==> src/rtl/fft_frame_sequencer.sv <==
// fft_frame_sequencer: gathers one UART frame, feeds the FFT core,
// then streams the real outputs back out. Optional: SEQ_TIMEOUT_EN.
module fft_frame_sequencer #(
    parameter int FFT_SIZE    = 16,
    parameter int WORD_SIZE   = 16,
    parameter int DATA_LENGTH = 8,
    parameter int RX_TIMEOUT  = 86800,
    parameter int FFT_TIMEOUT = 1024
) (
    input  logic                          i_clk,
    input  logic                          i_rst,
    input  logic                          i_rx_valid,
    input  logic [DATA_LENGTH-1:0]        i_rx_byte,
    output logic                          o_fft_rst,
    output logic                          o_fft_valid,
    output logic [DATA_LENGTH-1:0]        o_fft_byte,
    input  logic                          i_fft_done,
    input  logic [FFT_SIZE*WORD_SIZE-1:0] i_fft_re,
    output logic                          o_tx_start,
    output logic [DATA_LENGTH-1:0]        o_tx_byte,
    input  logic                          i_tx_done,
    output logic                          o_busy,
    output logic                          o_frame_done,
    output logic                          o_overrun,
    output logic                          o_error
);

    localparam int IDX_W = $clog2(FFT_SIZE);
    localparam int CNT_W = $clog2(FFT_SIZE + 1);
    localparam int TXI_W = $clog2(2 * FFT_SIZE);

    localparam logic [IDX_W-1:0] LD_LAST = IDX_W'(FFT_SIZE - 1);
    localparam logic [CNT_W-1:0] RX_LAST = CNT_W'(FFT_SIZE - 1);
    localparam logic [TXI_W-1:0] TX_LAST = TXI_W'(2 * FFT_SIZE - 1);

    typedef enum logic [2:0] {
        S_IDLE,
        S_COLLECT,
        S_LOAD,
        S_WAIT_FFT,
        S_SEND,
        S_WAIT_TX
    } state_t;

    state_t                        state_q, state_d;
    logic [CNT_W-1:0]              rx_cnt_q, rx_cnt_d;
    logic [IDX_W-1:0]              ld_idx_q, ld_idx_d;
    logic [TXI_W-1:0]              tx_idx_q, tx_idx_d;
    logic                          overrun_q, overrun_d;
    logic                          done_q, done_d;
    logic                          frame_we;
    logic [IDX_W-1:0]              frame_waddr;
    logic                          snap_we;
    logic [DATA_LENGTH-1:0]        frame_q [FFT_SIZE];
    logic [FFT_SIZE*WORD_SIZE-1:0] snap_q;
    logic                          tx_phase;

`ifdef SEQ_TIMEOUT_EN
    localparam int TMAX = (RX_TIMEOUT > FFT_TIMEOUT) ?
                          RX_TIMEOUT : FFT_TIMEOUT;
    localparam int TMR_W = $clog2(TMAX + 1);
    localparam logic [TMR_W-1:0] RX_TO_LAST  = TMR_W'(RX_TIMEOUT - 1);
    localparam logic [TMR_W-1:0] FFT_TO_LAST = TMR_W'(FFT_TIMEOUT - 1);

    logic [TMR_W-1:0] tmr_q, tmr_d;
    logic             error_q, error_d;

    // Idle-gap timer and sticky abort flag.
    always_ff @(posedge i_clk) begin
        if (!i_rst) begin
            tmr_q   <= '0;
            error_q <= 1'b0;
        end else begin
            tmr_q   <= tmr_d;
            error_q <= error_d;
        end
    end

    assign o_error = error_q;
`else
    logic [31:0] unused_timeouts;
    assign unused_timeouts = RX_TIMEOUT ^ FFT_TIMEOUT;
    assign o_error = 1'b0;
`endif

    // Next-state logic: frame collection, FFT handoff, byte-serial TX.
    always_comb begin
        state_d     = state_q;
        rx_cnt_d    = rx_cnt_q;
        ld_idx_d    = ld_idx_q;
        tx_idx_d    = tx_idx_q;
        overrun_d   = overrun_q;
        done_d      = 1'b0;
        frame_we    = 1'b0;
        frame_waddr = rx_cnt_q[IDX_W-1:0];
        snap_we     = 1'b0;
`ifdef SEQ_TIMEOUT_EN
        tmr_d       = tmr_q;
        error_d     = error_q;
`endif
        unique case (state_q)
            S_IDLE: begin
`ifdef SEQ_TIMEOUT_EN
                tmr_d = '0;
`endif
                if (i_rx_valid) begin
                    frame_we    = 1'b1;
                    frame_waddr = '0;
                    rx_cnt_d    = CNT_W'(1);
                    state_d     = S_COLLECT;
                end
            end
            S_COLLECT: begin
                if (i_rx_valid) begin
                    frame_we = 1'b1;
                    rx_cnt_d = rx_cnt_q + 1'b1;
`ifdef SEQ_TIMEOUT_EN
                    tmr_d    = '0;
`endif
                    if (rx_cnt_q == RX_LAST) begin
                        ld_idx_d = '0;
                        state_d  = S_LOAD;
                    end
                end
`ifdef SEQ_TIMEOUT_EN
                else if (tmr_q == RX_TO_LAST) begin
                    rx_cnt_d = '0;
                    tmr_d    = '0;
                    error_d  = 1'b1;
                    state_d  = S_IDLE;
                end else begin
                    tmr_d = tmr_q + 1'b1;
                end
`endif
            end
            S_LOAD: begin
                overrun_d = overrun_q | i_rx_valid;
                ld_idx_d  = ld_idx_q + 1'b1;
`ifdef SEQ_TIMEOUT_EN
                tmr_d     = '0;
`endif
                if (ld_idx_q == LD_LAST) begin
                    ld_idx_d = '0;
                    state_d  = S_WAIT_FFT;
                end
            end
            S_WAIT_FFT: begin
                overrun_d = overrun_q | i_rx_valid;
                if (i_fft_done) begin
                    snap_we  = 1'b1;
                    tx_idx_d = '0;
                    state_d  = S_SEND;
                end
`ifdef SEQ_TIMEOUT_EN
                else if (tmr_q == FFT_TO_LAST) begin
                    rx_cnt_d = '0;
                    tmr_d    = '0;
                    error_d  = 1'b1;
                    state_d  = S_IDLE;
                end else begin
                    tmr_d = tmr_q + 1'b1;
                end
`endif
            end
            S_SEND: begin
                overrun_d = overrun_q | i_rx_valid;
                state_d   = S_WAIT_TX;
            end
            S_WAIT_TX: begin
                overrun_d = overrun_q | i_rx_valid;
                if (i_tx_done) begin
                    if (tx_idx_q == TX_LAST) begin
                        tx_idx_d = '0;
                        rx_cnt_d = '0;
                        done_d   = 1'b1;
                        state_d  = S_IDLE;
                    end else begin
                        tx_idx_d = tx_idx_q + 1'b1;
                        state_d  = S_SEND;
                    end
                end
            end
            default: begin
                state_d = S_IDLE;
            end
        endcase
    end

    // Control state, counters and sticky flags.
    always_ff @(posedge i_clk) begin
        if (!i_rst) begin
            state_q   <= S_IDLE;
            rx_cnt_q  <= '0;
            ld_idx_q  <= '0;
            tx_idx_q  <= '0;
            overrun_q <= 1'b0;
            done_q    <= 1'b0;
        end else begin
            state_q   <= state_d;
            rx_cnt_q  <= rx_cnt_d;
            ld_idx_q  <= ld_idx_d;
            tx_idx_q  <= tx_idx_d;
            overrun_q <= overrun_d;
            done_q    <= done_d;
        end
    end

    // Sample buffer and FFT snapshot; always written before being read.
    always_ff @(posedge i_clk) begin
        if (frame_we) begin
            frame_q[frame_waddr] <= i_rx_byte;
        end
        if (snap_we) begin
            snap_q <= i_fft_re;
        end
    end

    assign tx_phase     = (state_q == S_SEND) || (state_q == S_WAIT_TX);
    assign o_busy       = (state_q != S_IDLE);
    assign o_fft_rst    = (state_q == S_LOAD) || (state_q == S_WAIT_FFT);
    assign o_fft_valid  = (state_q == S_LOAD);
    assign o_fft_byte   = o_fft_valid ? frame_q[ld_idx_q] : '0;
    assign o_tx_start   = (state_q == S_SEND);
    assign o_tx_byte    = tx_phase ?
        snap_q[int'(tx_idx_q)*DATA_LENGTH +: DATA_LENGTH] : '0;
    assign o_frame_done = done_q;
    assign o_overrun    = overrun_q;

endmodule

==> config.mk <==
export PLATFORM = sky130hd
export DESIGN_NAME = fft_frame_sequencer
export DESIGN_NICKNAME = d
export VERILOG_FILES = /design/src/rtl/fft_frame_sequencer.sv
export SDC_FILE = /design/constraint.sdc
export NUM_CORES = 1
export LEC_CHECK = 0
export BUFFER_PORTS_ARGS = -buffer_cell sky130_fd_sc_hd__buf_4
export CAP_MARGIN = 20
export CORE_MARGIN = 2
export CORE_UTILIZATION = 40
export DETAILED_ROUTE_END_ITERATION = 16
export GPL_ROUTABILITY_DRIVEN = 0
export RECOVER_POWER = 100
export SLEW_MARGIN = 10
export SYNTH_ARGS = -nofsm -noshare
export SYNTH_HDL_FRONTEND = slang
export SYNTH_SLANG_ARGS = --single-unit
==> constraint.sdc <==
create_clock -name i_clk -period 6.45 [get_ports i_clk]
set_clock_uncertainty 0.15 [all_clocks]
set_input_delay 0.3225 -clock i_clk [delete_from_list [all_inputs] [get_ports i_clk]]
set_output_delay 0.3225 -clock i_clk [all_outputs]
set_load 0.02 [all_outputs]
==> out/qor.txt <==
Layout net count -> 1,663
Crit-path max FO -> 25
Worst Path Class, Setup -> reg2out
RSZ-0062 raised after global routing -> no
Drt pass-1 iters -> 5
Rows -> 73
CP peak stage delay -> 1.47 ns
Starting density of the core -> 40.7%
Crit. End Element -> output port
Antenna viol nets, final -> 0
Syn Inst Count -> 821
Number of synthesized flops with an enable pin -> 384
Run status -> finished, violations left
Final min period -> 4.72 ns
Arrival @ worst endpoint -> 4.25 ns
Vias in the first global route -> 10.5k
CTS H-tree lvls -> 2
Ys flop type -> edfxtp_1
Synth Register Bits -> 407
Number of post-CTS setup repair buffers -> 0
Hold EP -> o_frame_done
Distinct cells, synth -> 57
Via/cell ratio -> 5.04
DIE WIDTH -> 205 µm
Routed Wire Length -> 42.1 mm
Final critical-path share of the clock period -> 73.1%
CTS Buf Count -> 44
Synth warn -> 0
Die footprint -> 0.0421 mm²
Reg2reg end -> snap_q[14]
Setup TNS -> 0 ns
Crit start category -> register
Routed len/inst -> 21.6 µm
Worst vdd ir -> 0.000270 V
Vias -> 9,803
Most frequent CP cell -> clkbuf_1
Mean Syn Cell Area -> 19.7 µm²
Largest net degree at the start of global routing -> 155
Total track usage -> 20.3%
Crit-path cells -> clkbuf_1 -> mux4_1 -> mux4_2 -> and2_1 -> clkbuf_1
CTS sink cnt -> 407
Seq/Total Area, Yosys -> 74.0%
Hold Startpoint -> i_tx_done
Boundary pin count -> 292
Area contributors post-synth -> edfxtp_1, mux4_2, mux4_1, dfxtp_1, mux2i_1
Failing checks -> capacitance limit, slew limit
Final Hold Viols -> 0
Worst path top cell family by delay -> buffers and inverters
Clk slew on worst S/H paths -> 0.06 ns
Yosys top cell by area -> edfxtp_1
1st-iter DRT viols -> 570
Grt ovf -> 0
Max Cap Violations -> 3
Hold path depth -> 4
Synth-to-layout area growth -> 39.6%
Top cell type's share of synthesized area -> 71.2%
Slew margin rel. -> -83.7%
Mapped Area -> 0.0162 mm²
Worst Hold Class -> in2reg
Fin. max-slew vios -> 110
CTS tree -> done
Post-layout util -> 56.8%
Post-synth ARST share -> 0%
FF-to-FF Start -> state_q[0]
Critical path required time -> 5.98 ns
Final Instance Count excl. Fillers -> 1,946
Clock latency at the later pin of the worst-skew pair -> 0.56 ns
DP Wirelength -> 28.0 mm
Clock Tree Buf Depth -> 3
Worst-margin pin slew -> 2.75 ns
Final Cell Area -> 0.0226 mm²
Syn nets -> 1,095
Pwr dens -> 240 mW/mm²
Initial antenna violation count -> 4
DP Cell Count -> 1,598
Most frequent cells after synthesis -> edfxtp_1, mux4_2, mux2i_1
Die height -> 205 µm
DRC Markers -> 0
CP max-delay cell -> clkbuf_1
Worst Reg-to-Reg Cells -> 4
Share of cells above drive strength 1 -> 27.5%
Lkg Pwr -> 7.71 nW
Worst Path Buf+Inv -> 2
# setup viols final -> 0
First-pass GRT wire length -> 62.4 mm
R2R Setup Slk -> 1.90 ns
Highest Clock Rate -> 212 MHz
Most used standard cell by instance count after synthesis -> edfxtp_1
Root Buffer -> clkbuf_16
CORE AREA -> 0.0398 mm²
Cell area after placement -> 0.0188 mm²
IO Port Bufs -> 290
==> metal layers <==
metal	track usage [%]	routed length (µm)	vias up
met5	0	13	-
met4	7.19	1230	2
met3	4.85	2530	74
met2	36.0	22200	310
met1	24.1	16200	4896
li1	-	-	4521
==> layout by cell type (no fill, tap or decap), types with 20 or more instances in the layout <==
| cell type | n |
|---|---|
| edfxtp_1 | 384 |
| dlygate4sd3_1 | 268 |
| clkbuf_4 | 236 |
| mux4_2 | 64 |
| clkbuf_1 | 56 |
| clkbuf_16 | 44 |
| mux2i_1 | 41 |
| nor2_1 | 30 |
| mux4_1 | 20 |
| dfxtp_1 | 20 |
==> where the power goes <==
| group | total (mW) | internal (mW) | switching, mW |
|---|---|---|---|
| clock | 2.23 | 1.24 | 0.983 |
| sequential | 2.90 | 2.90 | 0.00524 |
| combinational | 0.302 | 0.206 | 0.0953 |
==> sequential cells by signal (all words and copies together), names as in the netlist, named ones only <==
| signal | flops |
|---|---|
| tx_idx_q | 5 |
| state_q | 3 |
| frame_q | 128 |
| ld_idx_q | 4 |
| rx_cnt_q | 5 |
| snap_q | 256 |
| o_overrun | 1 |
| o_frame_done | 1 |
==> worst min-delay path: cells and delay by family <==
family / cells / cell delay [ns]
buffers and inverters: 2 / 0.20
and+or+nand+nor: 2 / 0.26
==> layout make-up <==
class / instances / area [µm²]
Clock buffer: 52 / 1130
Antenna cell: 4 / 10.0
Timing Repair Buffer: 567 / 4770
Clock inverter: 22 / 116
Multi-Input combinational cell: 357 / 3880
Inverter: 12 / 46.3
Sequential cell: 407 / 12000
Tap cell: 525 / 657
Fill cell: 3043 / 17200
==> worst max-delay path by stage <==
stage | start | end | slack, ns | cells after the start
2_1_floorplan | state_q[2] | snap_q[0] | 1.04 | 4
5_1_grt | register | o_fft_byte[3] | 1.34 | 5
6_report | register | o_fft_byte[3] | 1.73 | 5
4_1_cts | tx_idx_q[1] | o_tx_byte[4] | 2.32 | 6
3_5_place_dp | tx_idx_q[1] | o_tx_byte[4] | 2.95 | 6
3_3_place_gp | tx_idx_q[1] | o_tx_byte[4] | 3.02 | 6
==> timing repair <==
action                                  4_1_cts  5_1_grt
gates resized for setup                       0        0
hold buffers                                268        0
endpoints found under the setup margin        0        0
hold endpoints to repair                    407        0
==> cells by family after synthesis <==
logic type                 count (synthesis)  synth area share [%]
AOI/OAI and AO/OA                         89                  3.82
and+or+nand+nor                          124                  4.16
adders and majority gates                  5                 0.386
other                                      1                0.0232
muxes                                    138                  15.6
DFF                                      407                  74.0
buffers and inverters                     57                  1.99
==> per-stage QoR <==
| step | total power, mW | setup slack, ns | hold slack, ns |
|---|---|---|---|
| after detailed placement | 3.14 | 2.95 | 0.310 |
| after floorplan | 2.98 | 1.04 | 0.271 |
| after global placement | 3.13 | 3.02 | 0.300 |
| after CTS | 5.49 | 2.32 | 0.0721 |
| after global routing | 5.62 | 1.34 | 0.115 |
| final | 5.43 | 1.73 | 0.113 |
Note: power is estimated with default switching activity, not from simulation.
